--- config.mk ---
export PLATFORM = sky130hd
export DESIGN_NAME = conv2_sched
export DESIGN_NICKNAME = d
export VERILOG_FILES = /design/src/rtl/conv2_pkg.sv /design/src/rtl/conv2_loop_ctr.sv /design/src/rtl/conv2_sched.sv
export SDC_FILE = /design/constraint.sdc
export NUM_CORES = 1
export LEC_CHECK = 0
export ABC_AREA = 1
export BUFFER_PORTS_ARGS = -buffer_cell sky130_fd_sc_hd__buf_4
export CAP_MARGIN = 15
export CORE_UTILIZATION = 65
export CTS_BUF_LIST = sky130_fd_sc_hd__clkbuf_8
export CTS_CLUSTER_SIZE = 30
export DETAILED_ROUTE_END_ITERATION = 8
export PLACE_DENSITY = 0.84
export SYNTH_ARGS = -nofsm -noshare
export SYNTH_HDL_FRONTEND = slang
export SYNTH_HIERARCHICAL = 1
export SYNTH_SLANG_ARGS = --single-unit
export TNS_END_PERCENT = 50
--- constraint.sdc ---
create_clock -name clk -period 18.9 [get_ports clk]
set_input_delay 0.945 -clock clk [delete_from_list [all_inputs] [get_ports clk]]
set_output_delay 0.945 -clock clk [all_outputs]
set_load 0.05 [all_outputs]
--- src/rtl/conv2_pkg.sv ---
// conv2_pkg: shared constants and types for the conv2 sequencing controller.
// Holds the default layer geometry, the values derived from it, the FSM state
// type and a counter-width helper used by conv2_loop_ctr and conv2_sched.
package conv2_pkg;

  localparam int IMG_DIM = 27;
  localparam int K       = 5;
  localparam int PAD     = 2;
  localparam int IN_CH   = 96;
  localparam int IC_PAR  = 8;
  localparam int OUT_CH  = 256;
  localparam int OC_PAR  = 16;

  localparam int ICB           = IN_CH / IC_PAR;
  localparam int OCG           = OUT_CH / OC_PAR;
  localparam int BEATS_PER_PIX = K * K * ICB;
  localparam int TOTAL_PIX     = OCG * IMG_DIM * IMG_DIM;

  localparam int ACT_AW = $clog2(IMG_DIM * IMG_DIM * ICB);
  localparam int WGT_AW = $clog2(OCG * K * K * ICB);
  localparam int OUT_AW = $clog2(TOTAL_PIX);

  typedef enum logic [1:0] {
    IDLE,
    ISSUE,
    DRAIN,
    DONE
  } state_e;

  // Width of a counter that runs 0..n-1; never narrower than one bit.
  function automatic int cw(input int n);
    return (n <= 1) ? 1 : $clog2(n);
  endfunction

endpackage

--- src/rtl/conv2_loop_ctr.sv ---
// conv2_loop_ctr: nested ocg/row/col/ky/kx/icb counter (outermost first).
// Latency: *_d is the combinational next value, *_q updates on the next edge.
// Backpressure: holds while adv=0; clr zeroes every level and wins over adv.
// Ports: clk, rst (sync, active high), clr, adv; *_q current indices,
//        *_d next indices, last = every level at its final value.
module conv2_loop_ctr
  import conv2_pkg::cw;
#(
  parameter int N_OCG = 16,
  parameter int N_DIM = 27,
  parameter int N_K   = 5,
  parameter int N_ICB = 12,
  parameter int OW    = cw(N_OCG),
  parameter int PW    = cw(N_DIM),
  parameter int KW    = cw(N_K),
  parameter int IW    = cw(N_ICB)
) (
  input  logic          clk,
  input  logic          rst,
  input  logic          clr,
  input  logic          adv,
  output logic [OW-1:0] ocg_q,
  output logic [PW-1:0] row_q,
  output logic [PW-1:0] col_q,
  output logic [KW-1:0] ky_q,
  output logic [KW-1:0] kx_q,
  output logic [IW-1:0] icb_q,
  output logic [OW-1:0] ocg_d,
  output logic [PW-1:0] row_d,
  output logic [PW-1:0] col_d,
  output logic [KW-1:0] ky_d,
  output logic [KW-1:0] kx_d,
  output logic [IW-1:0] icb_d,
  output logic          last
);

  logic ocg_w, row_w, col_w, ky_w, kx_w, icb_w;

  always_comb begin
    ocg_w = (ocg_q == OW'(N_OCG - 1));
    row_w = (row_q == PW'(N_DIM - 1));
    col_w = (col_q == PW'(N_DIM - 1));
    ky_w  = (ky_q  == KW'(N_K - 1));
    kx_w  = (kx_q  == KW'(N_K - 1));
    icb_w = (icb_q == IW'(N_ICB - 1));
    last  = ocg_w && row_w && col_w && ky_w && kx_w && icb_w;

    ocg_d = ocg_q;
    row_d = row_q;
    col_d = col_q;
    ky_d  = ky_q;
    kx_d  = kx_q;
    icb_d = icb_q;

    if (clr) begin
      ocg_d = '0;
      row_d = '0;
      col_d = '0;
      ky_d  = '0;
      kx_d  = '0;
      icb_d = '0;
    end else if (adv) begin
      // Each level steps only when every level inside it wraps.
      icb_d = icb_w ? '0 : icb_q + IW'(1);
      if (icb_w) begin
        kx_d = kx_w ? '0 : kx_q + KW'(1);
        if (kx_w) begin
          ky_d = ky_w ? '0 : ky_q + KW'(1);
          if (ky_w) begin
            col_d = col_w ? '0 : col_q + PW'(1);
            if (col_w) begin
              row_d = row_w ? '0 : row_q + PW'(1);
              if (row_w) begin
                ocg_d = ocg_w ? '0 : ocg_q + OW'(1);
              end
            end
          end
        end
      end
    end
  end

  always_ff @(posedge clk) begin
    if (rst) begin
      ocg_q <= '0;
      row_q <= '0;
      col_q <= '0;
      ky_q  <= '0;
      kx_q  <= '0;
      icb_q <= '0;
    end else begin
      ocg_q <= ocg_d;
      row_q <= row_d;
      col_q <= col_d;
      ky_q  <= ky_d;
      kx_q  <= kx_d;
      icb_q <= icb_d;
    end
  end

endmodule

--- src/rtl/conv2_sched.sv ---
// conv2_sched: issues conv2 operand beats to one MAC engine and tracks write-backs.
// Latency: first beat the cycle after start; done one cycle after the last pix_wr.
// Backpressure: beat fields are registered and held while beat_valid && !beat_ready.
// Ports: start/busy/done to the layer sequencer; beat_valid/beat_ready with
//        act_addr, wgt_addr, pad_zero, acc_first, acc_last, out_addr to the MAC
//        engine; pix_wr back from the MAC engine, one pulse per finished pixel.
module conv2_sched
  import conv2_pkg::state_e;
  import conv2_pkg::IDLE;
  import conv2_pkg::ISSUE;
  import conv2_pkg::DRAIN;
  import conv2_pkg::DONE;
  import conv2_pkg::cw;
#(
  parameter int IMG_DIM = conv2_pkg::IMG_DIM,
  parameter int K       = conv2_pkg::K,
  parameter int PAD     = conv2_pkg::PAD,
  parameter int IN_CH   = conv2_pkg::IN_CH,
  parameter int IC_PAR  = conv2_pkg::IC_PAR,
  parameter int OUT_CH  = conv2_pkg::OUT_CH,
  parameter int OC_PAR  = conv2_pkg::OC_PAR,
  parameter int ACT_AW  = $clog2(IMG_DIM * IMG_DIM * (IN_CH / IC_PAR)),
  parameter int WGT_AW  = $clog2((OUT_CH / OC_PAR) * K * K * (IN_CH / IC_PAR)),
  parameter int OUT_AW  = $clog2((OUT_CH / OC_PAR) * IMG_DIM * IMG_DIM)
) (
  input  logic              clk,
  input  logic              rst,
  input  logic              start,
  output logic              busy,
  output logic              done,
  output logic              beat_valid,
  input  logic              beat_ready,
  output logic [ACT_AW-1:0] act_addr,
  output logic [WGT_AW-1:0] wgt_addr,
  output logic              pad_zero,
  output logic              acc_first,
  output logic              acc_last,
  output logic [OUT_AW-1:0] out_addr,
  input  logic              pix_wr
);

  localparam int ICB       = IN_CH / IC_PAR;
  localparam int OCG       = OUT_CH / OC_PAR;
  localparam int TOTAL_PIX = OCG * IMG_DIM * IMG_DIM;
  localparam int OW        = cw(OCG);
  localparam int PW        = cw(IMG_DIM);
  localparam int KW        = cw(K);
  localparam int IW        = cw(ICB);
  localparam int WW        = $clog2(TOTAL_PIX + 1);

  state_e            state_q, state_d;
  logic [WW-1:0]     wr_cnt_q, wr_cnt_d;
  logic [ACT_AW-1:0] act_addr_q, act_addr_d;
  logic [WGT_AW-1:0] wgt_addr_q, wgt_addr_d;
  logic [OUT_AW-1:0] out_addr_q, out_addr_d;
  logic              pad_zero_q, pad_zero_d;
  logic              acc_first_q, acc_first_d;
  logic              acc_last_q, acc_last_d;

  logic start_acc, fire, ctr_last;
  logic [OW-1:0] ocg_c, ocg_n;
  logic [PW-1:0] row_c, row_n, col_c, col_n;
  logic [KW-1:0] ky_c, ky_n, kx_c, kx_n;
  logic [IW-1:0] icb_c, icb_n;
  int in_row, in_col, act_c, wgt_c, out_c;

  // The counter sits on the beat currently presented; its next value is what
  // the beat registers load, so the fields stay aligned with the indices.
  conv2_loop_ctr #(
    .N_OCG(OCG),
    .N_DIM(IMG_DIM),
    .N_K  (K),
    .N_ICB(ICB),
    .OW   (OW),
    .PW   (PW),
    .KW   (KW),
    .IW   (IW)
  ) u_loop_ctr (
    .clk  (clk),
    .rst  (rst),
    .clr  (start_acc),
    .adv  (fire),
    .ocg_q(ocg_c),
    .row_q(row_c),
    .col_q(col_c),
    .ky_q (ky_c),
    .kx_q (kx_c),
    .icb_q(icb_c),
    .ocg_d(ocg_n),
    .row_d(row_n),
    .col_d(col_n),
    .ky_d (ky_n),
    .kx_d (kx_n),
    .icb_d(icb_n),
    .last (ctr_last)
  );

  always_comb begin
    start_acc = (state_q == IDLE) && start;
    fire      = (state_q == ISSUE) && beat_ready;

    wr_cnt_d = wr_cnt_q;
    if (start_acc) begin
      wr_cnt_d = '0;
    end else if ((state_q != IDLE) && pix_wr && (wr_cnt_q != WW'(TOTAL_PIX))) begin
      wr_cnt_d = wr_cnt_q + WW'(1);
    end

    // Completion looks at the updated count so done follows the final pix_wr
    // by exactly one cycle, even when it lands on the last accepted beat.
    state_d = state_q;
    case (state_q)
      IDLE:    if (start) state_d = ISSUE;
      ISSUE:   if (fire && ctr_last) state_d = (wr_cnt_d == WW'(TOTAL_PIX)) ? DONE : DRAIN;
      DRAIN:   if (wr_cnt_d == WW'(TOTAL_PIX)) state_d = DONE;
      DONE:    state_d = IDLE;
      default: state_d = IDLE;
    endcase

    // Beat fields for the next counter position (signed window arithmetic).
    in_row = int'(row_n) + int'(ky_n) - PAD;
    in_col = int'(col_n) + int'(kx_n) - PAD;
    act_c  = (in_row * IMG_DIM + in_col) * ICB + int'(icb_n);
    wgt_c  = ((int'(ocg_n) * K + int'(ky_n)) * K + int'(kx_n)) * ICB + int'(icb_n);
    out_c  = int'(ocg_n) * IMG_DIM * IMG_DIM + int'(row_n) * IMG_DIM + int'(col_n);

    act_addr_d  = act_addr_q;
    wgt_addr_d  = wgt_addr_q;
    out_addr_d  = out_addr_q;
    pad_zero_d  = pad_zero_q;
    acc_first_d = acc_first_q;
    acc_last_d  = acc_last_q;

    if (start_acc || (fire && !ctr_last)) begin
      pad_zero_d  = (in_row < 0) || (in_row > IMG_DIM - 1) ||
                    (in_col < 0) || (in_col > IMG_DIM - 1);
      act_addr_d  = pad_zero_d ? '0 : ACT_AW'(act_c);
      wgt_addr_d  = WGT_AW'(wgt_c);
      out_addr_d  = OUT_AW'(out_c);
      acc_first_d = (ky_n == '0) && (kx_n == '0) && (icb_n == '0);
      acc_last_d  = (ky_n == KW'(K - 1)) && (kx_n == KW'(K - 1)) && (icb_n == IW'(ICB - 1));
    end else if (fire && ctr_last) begin
      // Nothing left to present once the final beat is taken.
      act_addr_d  = '0;
      wgt_addr_d  = '0;
      out_addr_d  = '0;
      pad_zero_d  = 1'b0;
      acc_first_d = 1'b0;
      acc_last_d  = 1'b0;
    end
  end

  always_ff @(posedge clk) begin
    if (rst) begin
      state_q     <= IDLE;
      wr_cnt_q    <= '0;
      act_addr_q  <= '0;
      wgt_addr_q  <= '0;
      out_addr_q  <= '0;
      pad_zero_q  <= 1'b0;
      acc_first_q <= 1'b0;
      acc_last_q  <= 1'b0;
    end else begin
      state_q     <= state_d;
      wr_cnt_q    <= wr_cnt_d;
      act_addr_q  <= act_addr_d;
      wgt_addr_q  <= wgt_addr_d;
      out_addr_q  <= out_addr_d;
      pad_zero_q  <= pad_zero_d;
      acc_first_q <= acc_first_d;
      acc_last_q  <= acc_last_d;
    end
  end

  assign busy       = (state_q == ISSUE) || (state_q == DRAIN);
  assign done       = (state_q == DONE);
  assign beat_valid = (state_q == ISSUE);
  assign act_addr   = act_addr_q;
  assign wgt_addr   = wgt_addr_q;
  assign out_addr   = out_addr_q;
  assign pad_zero   = pad_zero_q;
  assign acc_first  = acc_first_q;
  assign acc_last   = acc_last_q;

endmodule

==> results.yml, run 1 <==
sta:
  setup_viol: 0
  drv_slew: 0
  hold_viol: 0
  fin_skew_ns: 0.01246
  fin_ws_ns: 9.547
  slew_headroom: 0.3812
  worst_pin_slew_ns: 0.9282
  fin_crit_ns: 9.353
  max_freq_ghz: 0.1069
  rsz0062_at_grt: "no"
  finalCritPeriodShare: 0.4949
  setup_tns_ns: 0
  hold_ws_ns: 0.4675
logic_synthesis:
  syn_inst: 1430
  yosysWarnings: 6
  syn_area_per_cell_um2: 7.371
  synth_cell_type_count: 52
  syn_area_um2: 10540
  ys_ff_latch: 84
  yosysSeqAreaShare: 0.1595
  syn-num-nets: 1687
power_and_ir_drop:
  irDropWorstVdd_mv: 0.05471
  static-leakage-power_uw: 0.006102
  power_per_cell_area_nw_per_um2: 43.18
  power.total_uw: 489.4
place:
  pre_cts_ws_ns: 9.245
  placed_cells: 1681
  place_congestion: 0.8970
  dp_hpwl_um: 18510
  io_buffers: 51
global_routing:
  grt_pass1_vias: 8752
  grt_use_total: 0.2811
  grt_max_degree: 82
  antenna_found_initial: 0
  grt-ovfl-total: 0
  grt_pass1_wl_um: 38290
status:
  status: "finished, final reports clean"
critical_path:
  ff2ff_setup_slack_ns: 9.55
  slowest_stage: "fa_1"
  crit_type: "reg2reg"
  endpoint_kind: "register"
  cp_max_fo: 16
  worstPathRequired_ns: 19.12
  critPathMaxStageDelay_ns: 0.54
  crit_path_start_kind: "register"
  critPathArrivalTime_ns: 9.57
  path_common_cell: "inv_1"
job:
  maxCapViolations: 0
clock_tree:
  cts_tree: "done"
  clockBufferDepth: 2
  cts_buffers: 9
  clk-insertion-delay-late_ns: 0.37
  clkTransAtPathRegs_ns: 0.09
  cts_sinks: 84
  cts-hold-fix-buffers: 0
  post_cts_buffers: 0
  cts_resized: 0
  root_buffer: "clkbuf_8"
  cts_max_level: 3
die:
  die-area_um2: 16730
  die-width_um: 129.3
  placementRows: 46
  io_pins: 52
  start_util: 0.6635
  core_area_um2: 15890
  die_h_um: 129.3
min_path:
  min_path_type: "reg2reg"
final_layout:
  n_fill_cell: 1332
  finalNonFillerCells: 1697
  antennaDiodeCount: 0
  final-seq-area_um2: 1682
  fin_nets: 1733
  multi_input_area_um2: 7689
  final_cell_mix: "271 x inv_1, 260 x nand2_1, 193 x ha_1"
  mostFrequentLayoutCell: "inv_1"
  synthToLayoutAreaGrowth_pct: 7.526
  drive_gt1_frac: 0.08913
routing:
  drt_iter0_drc: 490
  viasPerCell: 5.364
  ant_nets: 0
  wl_per_cell_um: 13.35
  drt_first_pass_iters: 5
  drcViolationCount: 0
  vias: 9102
  totalWireLength_um: 22660
## final cells by class
class / instances / area share
Inverter: 285 / 0.09505
Clock buffer: 10 / 0.01214
Tap cell: 216 / 0.02385
Sequential cell: 84 / 0.1484
Clock inverter: 6 / 0.007066
Multi-Input combinational cell: 1043 / 0.6784
Timing Repair Buffer: 53 / 0.03511
## power breakdown
part | switching (uW) | leakage, uW | internal [uW]
registers | 5.01 | 0.000677 | 183
logic | 118 | 0.00531 | 39.5
clock network | 67.4 | 0.000115 | 76.9
total | 190 | 0.00610 | 299
## flip-flops by register name, summed over array words and instances, names as in the netlist
register	flops
u_loop_ctr/icb_q	4
out_addr	14
u_loop_ctr/ky_q	3
acc_last	1
pad_zero	1
wr_cnt_q	14
u_loop_ctr/kx_q	3
u_loop_ctr/ocg_q	4
act_addr	14
wgt_addr	13
acc_first	1
state_q	2
u_loop_ctr/row_q	5
u_loop_ctr/col_q	5
## per-layer routing
metal | up-vias | wire length (um) | GRT usage
met1 | 4217 | 10330 | 0.3536
met5 | - | 0 | 0
li1 | 4684 | - | -
met3 | 34 | 765 | 0.03881
met2 | 167 | 11170 | 0.5054
met4 | 0 | 391 | 0.06920
## final timing paths
kind | start | to | cells past startpoint
min | pad_zero | pad_zero | 2
max | state_q[0] | act_addr[13] | 45
max reg2reg | state_q[0] | act_addr[13] | 45
min reg2reg | pad_zero | pad_zero | 2
## Yosys cell counts (all sizes together)
library cell	number	area [um2]
inv	281	1057
nand2	274	1097
ha	193	2415
nor2	113	515.5
a21oi	107	546.8
nand3	97	518.0
dfxtp	84	1682
fa	59	1181
xor2	47	411.6
o21ai	34	173.9
nand4	22	137.6
nor3	22	120.1
clkbuf	15	56.30
xnor2	15	131.4
o21bai	12	90.09
or2	7	43.79
nand3b	6	45.04
a21o	5	37.54
a31oi	5	31.28
clkinv	4	20.02
nor4	4	25.02
a211oi	3	22.52
a2bb2oi	3	26.28
and2	3	18.77
buf	3	36.28
a31o	2	17.52
nor3b	2	20.02
o211ai	2	15.01
a22oi	1	7.510
nor4b	1	8.760
o2111ai	1	8.760
o21a	1	7.510
o31a	1	8.760
or3	1	6.260
## through the flow
stage	util	cell area [um2]
floorplan	-	10540
global placement	0.6997	11120
detailed placement	0.6997	11120
CTS	0.7135	11330
global route	0.7135	11330
finish	0.7135	11330
## kinds of logic (layout without fill, tap and decap cells)
| kind of cell | after synthesis | count (layout) | synth area share |
|---|---|---|---|
| adders and majority gates | 252 | 252 | 0.3412 |
| DFF | 84 | 84 | 0.1595 |
| buffers and inverters | 303 | 354 | 0.1110 |
| and+or+nand+nor | 552 | 552 | 0.2425 |
| xor gates and xnor gates | 62 | 62 | 0.05152 |
| AOI/OAI and AO/OA | 177 | 177 | 0.09426 |
## worst max-delay path: cells and delay by family (launching register included)
family / cells / cell delay, ns
adders and majority gates: 11 / 3.91
and+or+nand+nor: 10 / 1.34
buffers and inverters: 16 / 1.89
AOI/OAI and AO/OA: 5 / 0.77
DFF: 1 / 0.41
xor gates and xnor gates: 3 / 0.89
Note: power is estimated with default switching activity, not from simulation.
==> inputs of run 2 (changes only) <==
Clock period 18.9 ns to 9.3 ns, I/O delays scaled along.
==> run 2 against run 1 <==
Total power increased by 100%. Critical path depth increased by 1. Worst hold slack improved by 0.0023 ns. Flip-flop and latch count unchanged. Routed wire length increased by 0.33%. Utilization about the same. Final cell count increased by 0.12%. Combinational power increased by 110%. Largest cell class unchanged.
==> results.yml, run 2 (same netlist as run 1, synthesis figures left out) <==
power_and_ir_drop:
  power_per_cell_area_nw_per_um2: 86.15
  static-leakage-power_uw: 0.006086
  power.total_uw: 976.5
  irDropWorstVdd_mv: 0.1051
die:
  io_pins: 52
  core_area_um2: 15890
  die_h_um: 129.3
  die-width_um: 129.3
  die-area_um2: 16730
  start_util: 0.6635
  placementRows: 46
clock_tree:
  cts_max_level: 3
  clk-insertion-delay-late_ns: 0.37
  cts_tree: "done"
  cts_sinks: 84
  post_cts_buffers: 0
  root_buffer: "clkbuf_8"
  clockBufferDepth: 2
  cts_buffers: 9
  cts-hold-fix-buffers: 0
  clkTransAtPathRegs_ns: 0.09
  cts_resized: 0
global_routing:
  grt_use_total: 0.2843
  grt_pass1_wl_um: 38500
  grt-ovfl-total: 0
  grt_max_degree: 82
  grt_pass1_vias: 8723
  antenna_found_initial: 0
routing:
  wl_per_cell_um: 13.38
  ant_nets: 0
  viasPerCell: 5.356
  totalWireLength_um: 22730
  vias: 9099
  drt_iter0_drc: 546
  drt_first_pass_iters: 7
  drcViolationCount: 0
final_layout:
  antennaDiodeCount: 0
  fin_nets: 1735
  synthToLayoutAreaGrowth_pct: 7.550
  n_fill_cell: 1320
  mostFrequentLayoutCell: "inv_1"
  drive_gt1_frac: 0.09305
  final_cell_mix: "268 x inv_1, 259 x nand2_1, 193 x ha_1"
min_path:
  min_path_type: "reg2reg"
sta:
  slew_headroom: 0.4003
  hold_viol: 0
  setup_viol: 0
  max_freq_ghz: 0.1167
  worst_pin_slew_ns: 0.8996
  fin_skew_ns: 0.008754
  finalCritPeriodShare: 0.9214
  fin_crit_ns: 8.569
  rsz0062_at_grt: "no"
  hold_ws_ns: 0.4698
  drv_slew: 0
  fin_ws_ns: 0.7314
  setup_tns_ns: 0
critical_path:
  endpoint_kind: "register"
  path_common_cell: "inv_1"
  critPathMaxStageDelay_ns: 0.52
  critPathArrivalTime_ns: 8.79
  worstPathRequired_ns: 9.52
  crit_type: "reg2reg"
  cp_max_fo: 6
  slowest_stage: "fa_1"
  crit_path_start_kind: "register"
job:
  maxCapViolations: 0
place:
  io_buffers: 51
  dp_hpwl_um: 18620
  pre_cts_ws_ns: 0.4998
  place_congestion: 0.8922
status:
  status: "finished, final reports clean"
==> run 2: cell count changes in the layout (fill, tap and decap cells not counted), sizes merged <==
cell      delta
clkinvlp     +3
buf          +2
bufinv       -1
clkbuf       -1
inv          -1
==> run 2: path summary, 6_finish.rpt <==
kind | slack, ns | startpoint | to | cells after the start
hold / removal | 0.47 | wgt_addr[10] | wgt_addr[10] | 2
setup / recovery | 0.73 | state_q[1] | act_addr[13] | 46
hold reg to reg | 0.47 | wgt_addr[10] | wgt_addr[10] | 2
setup reg to reg | 0.73 | state_q[1] | act_addr[13] | 46
==> run 2: cell type report <==
cell class                 count  area, um2  area share
timing repair buffer          55      412.9     0.03642
tap                          216      270.3     0.02384
clock buffer                   9      123.9     0.01093
multi-input combinational   1043       7691      0.6785
inverter                     285       1081     0.09536
clock inverter                 7      75.07    0.006623
sequential                    84       1682      0.1483
==> run 2: layer usage <==
metal | vias to the layer above | GRT usage | wire (um)
met1 | 4212 | 0.3601 | 10370
met5 | - | 0 | 0
li1 | 4682 | - | -
met2 | 171 | 0.5035 | 11090
met3 | 34 | 0.04789 | 884
met4 | 0 | 0.06574 | 385
==> run 2: report_power, final <==
part / switching, uW / internal (uW)
Clock: 142 / 125
Combinational: 244 / 83.7
Sequential: 10.2 / 371
Total: 396 / 581
==> run 2: critical path, delay by kind of cell, from the launching register on <==
family | cells | cell delay (ns)
simple gates | 14 | 1.71
xor+xnor | 3 | 0.60
compound gates | 4 | 0.57
flops | 1 | 0.39
buf+inv | 15 | 1.27
fa+ha+maj | 10 | 3.87
==> run 2: through the flow <==
stage            util  cells  cell area (um2)
3_5_place_dp   0.7007   1683            11130
6_report       0.7136   1699            11340
4_1_cts        0.7132   1699            11330
5_1_grt        0.7136   1699            11340
2_1_floorplan       -   1430            10540
3_3_place_gp   0.7007   1683            11130
==> inputs of run 3 (changes only) <==
Settings changed: BUFFER_PORTS_ARGS -buffer_cell sky130_fd_sc_hd__buf_4 to not set, DONT_BUFFER_PORTS set to 1, PLACE_DENSITY 0.84 to 0.81.
==> run 3 against run 2 <==
Clock power grew 18%. Total power grew 2.8%. Non-clock buffer count shrank 51. Clock skew grew 0.0055 ns. Global-route usage shrank 0.18 points. Sequential power grew 4%. Worst setup slack gained 0.037 ns. Routed wire length shrank 0.45%. Flip-flop and latch count is the same. Utilization shrank 2.1 points. First-iteration DRC count shrank 18%. Highest routed layer unchanged.
==> results.yml, run 3 (same netlist as run 1, synthesis figures left out) <==
clock_tree:
  clk-insertion-delay-late_ns: 0.37
  root_buffer: "clkbuf_8"
  post_cts_buffers: 0
  cts_max_level: 3
  cts_sinks: 84
  cts_tree: "done"
  cts_buffers: 9
  cts-hold-fix-buffers: 0
  clockBufferDepth: 2
  cts_resized: 0
  clkTransAtPathRegs_ns: 0.09
sta:
  slew_headroom: 0.5228
  rsz0062_at_grt: "no"
  setup_viol: 0
  max_freq_ghz: 0.1172
  fin_crit_ns: 8.532
  hold_viol: 0
  finalCritPeriodShare: 0.9174
  drv_slew: 0
  fin_skew_ns: 0.01422
  worst_pin_slew_ns: 0.7148
  setup_tns_ns: 0
  fin_ws_ns: 0.7680
die:
  placementRows: 46
  io_pins: 52
  die-area_um2: 16730
  core_area_um2: 15890
  start_util: 0.6635
  die_h_um: 129.3
  die-width_um: 129.3
power_and_ir_drop:
  static-leakage-power_uw: 0.005843
  irDropWorstVdd_mv: 0.1094
  power_per_cell_area_nw_per_um2: 91.24
final_layout:
  drive_gt1_frac: 0.06006
  antennaDiodeCount: 0
  design_area_um2: 11000
  final_core_util: 0.6926
  synthToLayoutAreaGrowth_pct: 4.380
  finalNonFillerCells: 1648
  final_cell_mix: "271 x inv_1, 259 x nand2_1, 192 x ha_1"
  mostFrequentLayoutCell: "inv_1"
  fin_nets: 1684
critical_path:
  path_common_cell: "inv_1"
  endpoint_kind: "register"
  critPathArrivalTime_ns: 8.83
  cp_max_fo: 9
  crit_type: "reg2reg"
  crit_path_start_kind: "register"
  worstPathRequired_ns: 9.60
  cpLargestDelayFamily: "adder cells"
  ff2ff_setup_slack_ns: 0.77
  critPathMaxStageDelay_ns: 0.53
  crit_buf_inv: 16
  slowest_stage: "fa_1"
routing:
  vias: 8929
  ant_nets: 0
  drt_iter0_drc: 446
  viasPerCell: 5.418
  drcViolationCount: 0
  drt_first_pass_iters: 5
  totalWireLength_um: 22630
  wl_per_cell_um: 13.73
global_routing:
  grt_pass1_vias: 8565
  grt_use_total: 0.2825
  grt_max_degree: 82
  grt_pass1_wl_um: 38130
  grt-ovfl-total: 0
  antenna_found_initial: 0
place:
  pre_cts_ws_ns: 0.3547
  dp_hpwl_um: 18410
  io_buffers: 0
  place_congestion: 0.8811
  placed_cells: 1632
  placedInstanceArea_um2: 10750
status:
  status: "finished, final reports clean"
min_path:
  min_path_type: "in2reg"
job:
  maxCapViolations: 0
-- run 3: final timing paths --
| path | start | endpoint | cells past startpoint |
|---|---|---|---|
| max reg2reg | state_q[1] | act_addr[13] | 47 |
| max | state_q[1] | act_addr[13] | 47 |
| min | rst | act_addr[2] | 1 |
| min reg2reg | state_q[1] | state_q[1] | 2 |
-- run 3: layout make-up --
| cell class | count | area [um2] |
|---|---|---|
| multi-input combinational | 1043 | 7706 |
| clock inverter | 7 | 108.9 |
| fill | 1361 | 4883 |
| timing repair buffer | 4 | 30.03 |
| sequential | 84 | 1682 |
| inverter | 285 | 1081 |
| tap | 216 | 270.3 |
| clock buffer | 9 | 123.9 |
-- run 3: worst reg2reg max path, delay by kind of cell, from the launching register on --
kind	cells	cell delay, ns
XOR/XNOR	3	0.65
adder cells (fa/ha/maj)	11	3.95
flip-flops	1	0.35
AND/OR/NAND/NOR	12	1.35
buffers and inverters	16	1.32
AO/OA/AOI/OAI	5	0.85
-- run 3: metal layers --
| layer | wire length (um) | vias up | global-route usage |
|---|---|---|---|
| met3 | 975 | 30 | 0.04542 |
| li1 | - | 4588 | - |
| met2 | 10940 | 173 | 0.4975 |
| met1 | 10260 | 4138 | 0.3551 |
| met5 | 0 | - | 0 |
| met4 | 456 | 0 | 0.08166 |
-- run 3: stage by stage --
step / power, uW / hold WS, ns
after detailed placement: 685.6 / 0.4981
final: 1004 / 0.1656
after floorplan: 638.3 / 0.4770
after global placement: 682.5 / 0.4865
after global routing: 1047 / 0.1508
after CTS: 994.3 / 0.1460
-- run 3: where the power goes --
part / switching (uW) / leakage [uW] / internal [uW]
logic: 216 / 0.00504 / 75.5
registers: 26.8 / 0.000677 / 371
clock network: 138 / 0.000123 / 176
